**config.mk**
```make
export PLATFORM = sky130hd
export DESIGN_NAME = uart_rx_ctrl
export DESIGN_NICKNAME = d
export VERILOG_FILES = /design/src/rtl/uart_rx_ctrl.sv
export SDC_FILE = /design/constraint.sdc
export NUM_CORES = 1
export LEC_CHECK = 0
export ABC_AREA = 1
export CAP_MARGIN = 20
export CORE_MARGIN = 8
export CORE_UTILIZATION = 56
export CTS_BUF_LIST = sky130_fd_sc_hd__clkbuf_8 sky130_fd_sc_hd__clkbuf_16
export CTS_CLUSTER_DIAMETER = 50
export DETAILED_ROUTE_END_ITERATION = 8
export PLACE_DENSITY_LB_ADDON = 0.3
export SETUP_SLACK_MARGIN = 0.05
export SYNTH_ARGS = -nofsm -noshare
export SYNTH_HDL_FRONTEND = slang
export SYNTH_SLANG_ARGS = --single-unit
```
**constraint.sdc**
```tcl
create_clock -name CLK -period 5.5 [get_ports CLK]
set_clock_uncertainty 0.15 [all_clocks]
set_input_delay 1.65 -clock CLK [delete_from_list [all_inputs] [get_ports CLK]]
set_output_delay 1.65 -clock CLK [all_outputs]
set_load 0.005 [all_outputs]
```
**src/rtl/uart_rx_ctrl.sv**
```systemverilog
// UART receive frame controller: start detection, oversample edge counting,
// LSB-first deserialisation, parity/stop checking and byte hand-off.
module uart_rx_ctrl #(
  parameter int DATA_W = 8
) (
  input  logic              CLK,
  input  logic              RST,
  input  logic              RX_IN,
  input  logic              PAR_EN,
  input  logic              PAR_TYP,
  input  logic [5:0]        prescale,
  input  logic              sampled_bit,
  input  logic              sampling_done,
  output logic              dat_sam_en,
  output logic [5:0]        edge_count,
  output logic [DATA_W-1:0] P_DATA,
  output logic              data_valid,
  output logic              par_err,
  output logic              stp_err
);

  localparam int CNT_W = $clog2(DATA_W + 3);
  localparam logic [CNT_W-1:0] LAST_BIT = CNT_W'(DATA_W - 1);
  localparam logic [CNT_W-1:0] CNT_ONE  = CNT_W'(1);

  typedef enum logic [2:0] {
    IDLE   = 3'd0,
    START  = 3'd1,
    DATA   = 3'd2,
    PARITY = 3'd3,
    STOP   = 3'd4
  } state_t;

  // Expected parity bit for the data word: even -> XOR of data, odd -> inverted.
  function automatic logic parity_fn(input logic [DATA_W-1:0] data, input logic odd);
    return (^data) ^ odd;
  endfunction

  state_t              state_r, state_s;
  logic [5:0]          edge_r, edge_s;
  logic [CNT_W-1:0]    bit_cnt_r, bit_cnt_s;
  logic [DATA_W-1:0]   shift_r, shift_s;
  logic [DATA_W-1:0]   p_data_r, p_data_s;
  logic                par_err_r, par_err_s;
  logic                stp_err_r, stp_err_s;
  logic                data_valid_r, data_valid_s;
  logic                dat_sam_en_r;
  logic [5:0]          last_edge_s;
  logic                bit_end_s;

  assign last_edge_s = prescale - 6'd1;
  assign bit_end_s   = (edge_r == last_edge_s);

  // Frame sequencing, deserialisation and error/valid decisions.
  always_comb begin
    state_s      = state_r;
    bit_cnt_s    = bit_cnt_r;
    shift_s      = shift_r;
    p_data_s     = p_data_r;
    par_err_s    = par_err_r;
    stp_err_s    = stp_err_r;
    data_valid_s = 1'b0;
    case (state_r)
      IDLE: begin
        bit_cnt_s = {CNT_W{1'b0}};
        if (!RX_IN) begin
          state_s   = START;
          par_err_s = 1'b0;
          stp_err_s = 1'b0;
        end else begin
          state_s = IDLE;
        end
      end
      START: begin
        if (sampling_done && sampled_bit) begin
          state_s = IDLE;
        end else if (bit_end_s) begin
          state_s   = DATA;
          bit_cnt_s = {CNT_W{1'b0}};
        end else begin
          state_s = START;
        end
      end
      DATA: begin
        if (sampling_done) begin
          shift_s = {sampled_bit, shift_r[DATA_W-1:1]};
        end else begin
          shift_s = shift_r;
        end
        if (bit_end_s) begin
          bit_cnt_s = bit_cnt_r + CNT_ONE;
          if (bit_cnt_r == LAST_BIT) begin
            state_s = PAR_EN ? PARITY : STOP;
          end else begin
            state_s = DATA;
          end
        end else begin
          state_s = DATA;
        end
      end
      PARITY: begin
        if (sampling_done) begin
          par_err_s = sampled_bit ^ parity_fn(shift_r, PAR_TYP);
        end else begin
          par_err_s = par_err_r;
        end
        if (bit_end_s) begin
          state_s = STOP;
        end else begin
          state_s = PARITY;
        end
      end
      STOP: begin
        if (sampling_done) begin
          stp_err_s = ~sampled_bit;
        end else begin
          stp_err_s = stp_err_r;
        end
        // Use the updated stop flag so a stop sample on the last edge still counts.
        if (bit_end_s) begin
          state_s = IDLE;
          if (!par_err_r && !stp_err_s) begin
            p_data_s     = shift_r;
            data_valid_s = 1'b1;
          end else begin
            data_valid_s = 1'b0;
          end
        end else begin
          state_s = STOP;
        end
      end
      default: begin
        state_s = IDLE;
      end
    endcase
  end

  // Oversample edge counter: parked at zero while idle or returning to idle.
  always_comb begin
    edge_s = edge_r;
    if ((state_r == IDLE) || (state_s == IDLE)) begin
      edge_s = 6'd0;
    end else if (bit_end_s) begin
      edge_s = 6'd0;
    end else begin
      edge_s = edge_r + 6'd1;
    end
  end

  // State and datapath registers.
  always_ff @(posedge CLK or negedge RST) begin
    if (!RST) begin
      state_r      <= IDLE;
      edge_r       <= 6'd0;
      bit_cnt_r    <= {CNT_W{1'b0}};
      shift_r      <= {DATA_W{1'b0}};
      p_data_r     <= {DATA_W{1'b0}};
      par_err_r    <= 1'b0;
      stp_err_r    <= 1'b0;
      data_valid_r <= 1'b0;
      dat_sam_en_r <= 1'b0;
    end else begin
      state_r      <= state_s;
      edge_r       <= edge_s;
      bit_cnt_r    <= bit_cnt_s;
      shift_r      <= shift_s;
      p_data_r     <= p_data_s;
      par_err_r    <= par_err_s;
      stp_err_r    <= stp_err_s;
      data_valid_r <= data_valid_s;
      dat_sam_en_r <= (state_s != IDLE);
    end
  end

  assign dat_sam_en = dat_sam_en_r;
  assign edge_count = edge_r;
  assign P_DATA     = p_data_r;
  assign data_valid = data_valid_r;
  assign par_err    = par_err_r;
  assign stp_err    = stp_err_r;

endmodule

```
## Word level (Yosys, flattened, before mapping)

Index checks and enable logic that the tools add are counted.

| cells by class | value |
|---|---|
| equal/unequal tests | 11 |
| reduce and logical (&&, ||, !) cells | 17 |
| $add $sub $neg | 3 |
| bitwise logic cells | 3 |
| muxes and demuxes | 24 |

Operators with widths:

| kind | number |
|---|---|
| $mux 3 | 5 |
| $pmux 3 s5 | 1 |
| $mux 4 | 3 |
| $mux 6 | 2 |
| $pmux 4 s3 | 1 |
| $ne 2x2->1 const B | 5 |
| $mux 1 | 8 |
| $reduce_xor 8->1 | 1 |
| $add 6x1->6 const B | 1 |
| $eq 3x2->1 const B | 2 |
| $eq 6x6->1 | 1 |
| $logic_not 3->1 | 2 |
| $reduce_and 3->1 | 2 |
| $reduce_bool 3->1 | 2 |
| $sub 6x1->6 const B | 1 |
| $add 4x1->4 const B | 1 |
| $eq 4x3->1 const B | 1 |
| $mux 2 | 2 |
| $pmux 1 s2 | 2 |
| $reduce_and 2->1 | 2 |
| $reduce_and 4->1 | 1 |
| $reduce_bool 2->1 | 2 |
| $eq 3x1->1 const B | 1 |
| $eq 3x3->1 const B | 1 |
| other kinds (5) | 8 |

| word-level totals | value |
|---|---|
| input port bits | 13 |
| register bits after elaboration | 33 |
| logic and storage cells | 67 |

## Depth between registers and ports, before layout

| logic depth | value |
|---|---|
| word-level depth | 8 |
| mapped depth | 17 |
| depth with buffers taken out | 16 |

## Worst setup path before layout

No wires, ideal clock.

| timing path | value |
|---|---|
| kind | input -> register |
| from | input prescale[0] |
| to | register edge_r[0], in the netlist edge_count[0] |
| arrival | 3,050 ps |
| data required time | 5,234 ps |
| path buffers | 1 |
| setup slack | 2,184 ps |
| cell stages on the path | 16 |
| path through | inv_2 ha_1 inv_1 nand2_1 nand2_1 nor2_2 nand2_1 nor2_2 nand3_2 buf_6 nand2_4 nand2_2 nor2_4 nand3_4 nand2_4 nor2_2 |

| on the way | value |
|---|---|
| cells in the longest elaborated chain, start to end | 8 |
| elaborated cells on any way between the ends | 12 |
| those cells by class | add/sub (1); eq/ne (1); mux (8); reduce/logical (2) |

RTL lines:

| element | line | source |
|---|---|---|
| start: declaration | 11 | `input logic [5:0] prescale,` |
| $sub 6x1->6 * | 51 | `assign last_edge_s = prescale - 6'd1;` |
| $eq 6x6->1 * | 52 | `assign bit_end_s = (edge_r == last_edge_s);` |
| $mux 2 | 77 | `end else if (bit_end_s) begin` |
| $mux 2 | 75 | `if (sampling_done && sampled_bit) begin` |
| $pmux 3 s5 | 63 | `case (state_r)` |
| $logic_not 3->1 | 141 | `if ((state_r == IDLE) \|\| (state_s == IDLE)) begin` |
| $logic_or 1x1->1 | 141 |  |
| $mux 6 * | 141 |  |
| named net edge_s[0] | 40 | `logic [5:0] edge_r, edge_s;` |
| end signal: assignment | 164 | `edge_r <= edge_s;` |
| end: declaration | 40 |  |

The timed path passes the listed nets; every way through them passes the cells marked *.
A chain may end at the register's enable or synchronous reset.

## Worst setup path after layout

| timing path | value |
|---|---|
| from | input prescale[0] |
| to | register p_data_r[4], in the netlist P_DATA[4] |

| on the way | value |
|---|---|
| cells in the longest elaborated chain, start to end | 3 |

RTL lines:

| element | line | source |
|---|---|---|
| $sub 6x1->6 | 51 |  |
| $eq 6x6->1 | 52 |  |
| $reduce_and 3->1 (no line) | - |  |
| end signal: assignment | 157 | `p_data_r <= {DATA_W{1'b0}};` |
| end signal: assignment | 167 | `p_data_r <= p_data_s;` |
| end: declaration | 43 | `logic [DATA_W-1:0] p_data_r, p_data_s;` |

No other way between the ends.

==> results_dict.tcl <==
set metrics [dict create \
    post-cts-setup-buffers 0 \
    cts_buffers 5 \
    slew_headroom 0.683 \
    fmax_ghz 0.262 \
    cp_slowest_cell "clkdlybuf4s50_1" \
    cp-end-kind "flop" \
    setup_viol 0 \
    hold_path.class "flop to flop" \
    clock-sinks 33 \
    drc 0 \
    core_area_um2 3340 \
    outcome "finished, final reports clean" \
    area_growth_pct 22.1 \
    busiest_layer "met2" \
    drive_above_1_share 0.140 \
    min_period_ps 3820 \
    synth-main-ff-cell "dfrtp_1" \
    startpoint_type "input pin" \
    vias 1639 \
    path_clk_slew_ps 60 \
    wl_um 3870 \
    drv_cap 0 \
    gr-total-overflow 0 \
    tritoncts "built" \
    cp_data_arrival_time_ps 3820 \
    ys_ff_latch 33 \
    critPathTopFamily "simple AND/OR/NAND/NOR gates" \
    max-clock-path-buffers 2 \
    ys_types 29 \
    initial_utilization 0.585 \
    worst_pin_slew_ps 474 \
    cp_num_cells 14 \
    drt_iter0_drc 96 \
    final_common_cell "nand2_1" \
    min_period_over_period 0.694 \
    yosysTopAreaCell "dfrtp_1" \
    insertion_delay_ps 280 \
    fin_setup_tns_ps 0 \
    synthCells 257 \
    diodes 0 \
    synthTopCellsByArea "dfrtp_1, nand2_1, inv_1" \
    final_cell_mix "nand2_1, dfrtp_1, inv_1" \
    use_met2 0.251 \
    antenna_found_initial 0 \
    nets 308 \
    avgRoutedWirePerCell_um 11.5 \
    ant_nets 0 \
    hold_viol_final 0 \
    syn-num-nets 273 \
    portBuffers 30 \
    slew_viol_final 0 \
    reg2reg_depth 11 \
    power_leakage_nw 1.17 \
    syn-cell-area_um2 1950 \
    worst-path-buf-inv 4 \
    drtPass1Iterations 4 \
    synth.avg_cell_area_um2 7.60 \
    die-area_um2 5630 \
    ir_drop_v 0.000243 \
    grt_setup_unrepaired "no" \
    globalRouteMet1Util 0.191 \
    die_y_um 75.1 \
    hold_path_depth 2 \
    ys_seq_area_frac 0.423 \
    ctsHtreeMaxLevel 2 \
    pin_count 31 \
    rows 21 \
    synth-edff-count 0 \
    max_stage_delay_ps 510 \
    async_reset_ff_frac 1.00 \
    cp.required_ps 5500 \
    hpwl_um 2930 \
    grt_pass1_wl_um 6730 \
    first_global_vias 1617 \
    routed_via_density 4.85 \
    power_density_nw_per_um2 335 \
    gp_congestion 0.900 \
    yosysWarnings 0 \
    grt_max_degree 34 \
    yosysTopAreaCellShare 0.423 \
    cpMostUsedCell "nand2_1" \
    worstSetupPathType "input pin to flop" \
    crit_chain "clkdlybuf4s50_1, inv_2, ha_1, inv_1, nand2_1, nand2_1, nor2_2, nand2_1, nor2_2, nand3_2, inv_1, nand2_1, nand2_1, o21ai_1" \
    track_usage 0.155 \
    timing.hold.ws_ps 339 \
    cts_hold_repair.buffers 0 \
    cts_resized 0 \
    use_met3 0.0453 \
    die_w_um 75.1 \
    path_max_fanout 16 \
    cts_root_buf "clkbuf_8" \
]
[flip-flops by register name (all words and copies together) (netlist names)]
register,flops
P_DATA,8
bit_cnt_r,4
dat_sam_en,1
data_valid,1
edge_count,6
par_err,1
shift_r,8
state_r,3
stp_err,1
[layer usage]
metal	vias to the layer above	share of wire
met1	739	0.49
met5	-	0
met3	7	0.035
met4	0	0.015
met2	24	0.46
li1	869	-
[cell usage after synthesis, drive strengths merged, types with 2 or more instances]
cell   number
nor2       26
xor2        5
buf         2
nand3      21
inv        38
o21ai      20
nand2      86
or2         3
nand4       3
ha          3
o31ai       2
dfrtp      33
nor3        2
xnor2       7
[layout make-up]
class / count / area, um2
clock buffers: 6 / 82.6
well taps: 46 / 57.6
flip-flops and latches: 33 / 826
clock inverters: 1 / 3.75
inverters: 39 / 146
multi-input cells: 182 / 961
fillers: 267 / 952
repair buffers: 31 / 308
[per-stage QoR]
step	setup WS (ps)	util	area [um2]	std cells	power, mW
global route	1400	0.715	2380	338	0.862
finish	1680	0.715	2380	338	0.799
CTS	1670	0.715	2380	338	0.807
global placement	1440	0.689	2300	331	0.619
detailed placement	1380	0.689	2300	331	0.626
floorplan	2180	-	1950	257	0.537
[kinds of logic (layout without fill, tap and decap cells)]
| family | after synthesis | in the layout | share of synthesized area |
|---|---|---|---|
| fa+ha+maj | 3 | 3 | 0.0192 |
| simple gates | 142 | 142 | 0.347 |
| flops | 33 | 33 | 0.423 |
| compound gates | 24 | 24 | 0.0660 |
| xor+xnor | 12 | 12 | 0.0538 |
| buf+inv | 42 | 77 | 0.0852 |
| mux | 1 | 1 | 0.00577 |
[path summary, 6_finish.rpt]
check / from / endpoint / slack, ps
worst max-delay path: prescale[0] / P_DATA[4] / 1680
worst min-delay path: P_DATA[6] / P_DATA[6] / 340
worst max register to register: edge_count[0] / P_DATA[4] / 3450
worst min register to register: P_DATA[6] / P_DATA[6] / 340
max in group asynchronous: RST / P_DATA[7] / 3290
min in group asynchronous: RST / shift_r[0] / 1610
[report_power, final]
group	total (mW)	internal [mW]	switching (mW)
clock	0.178	0.0973	0.0812
sequential	0.308	0.276	0.0320
combinational	0.312	0.126	0.186
[worst register-to-register path, cell delays in order, from the launching register on]
cell,delay (ps)
dfrtp_1,440
inv_2,70
nand2_1,60
nand2_1,50
nor2_2,120
nand2_1,70
nor2_2,110
nand3_2,220
inv_1,110
nand2_1,290
nand2_1,160
o21ai_1,70
Power figures use the tool's default switching activity.
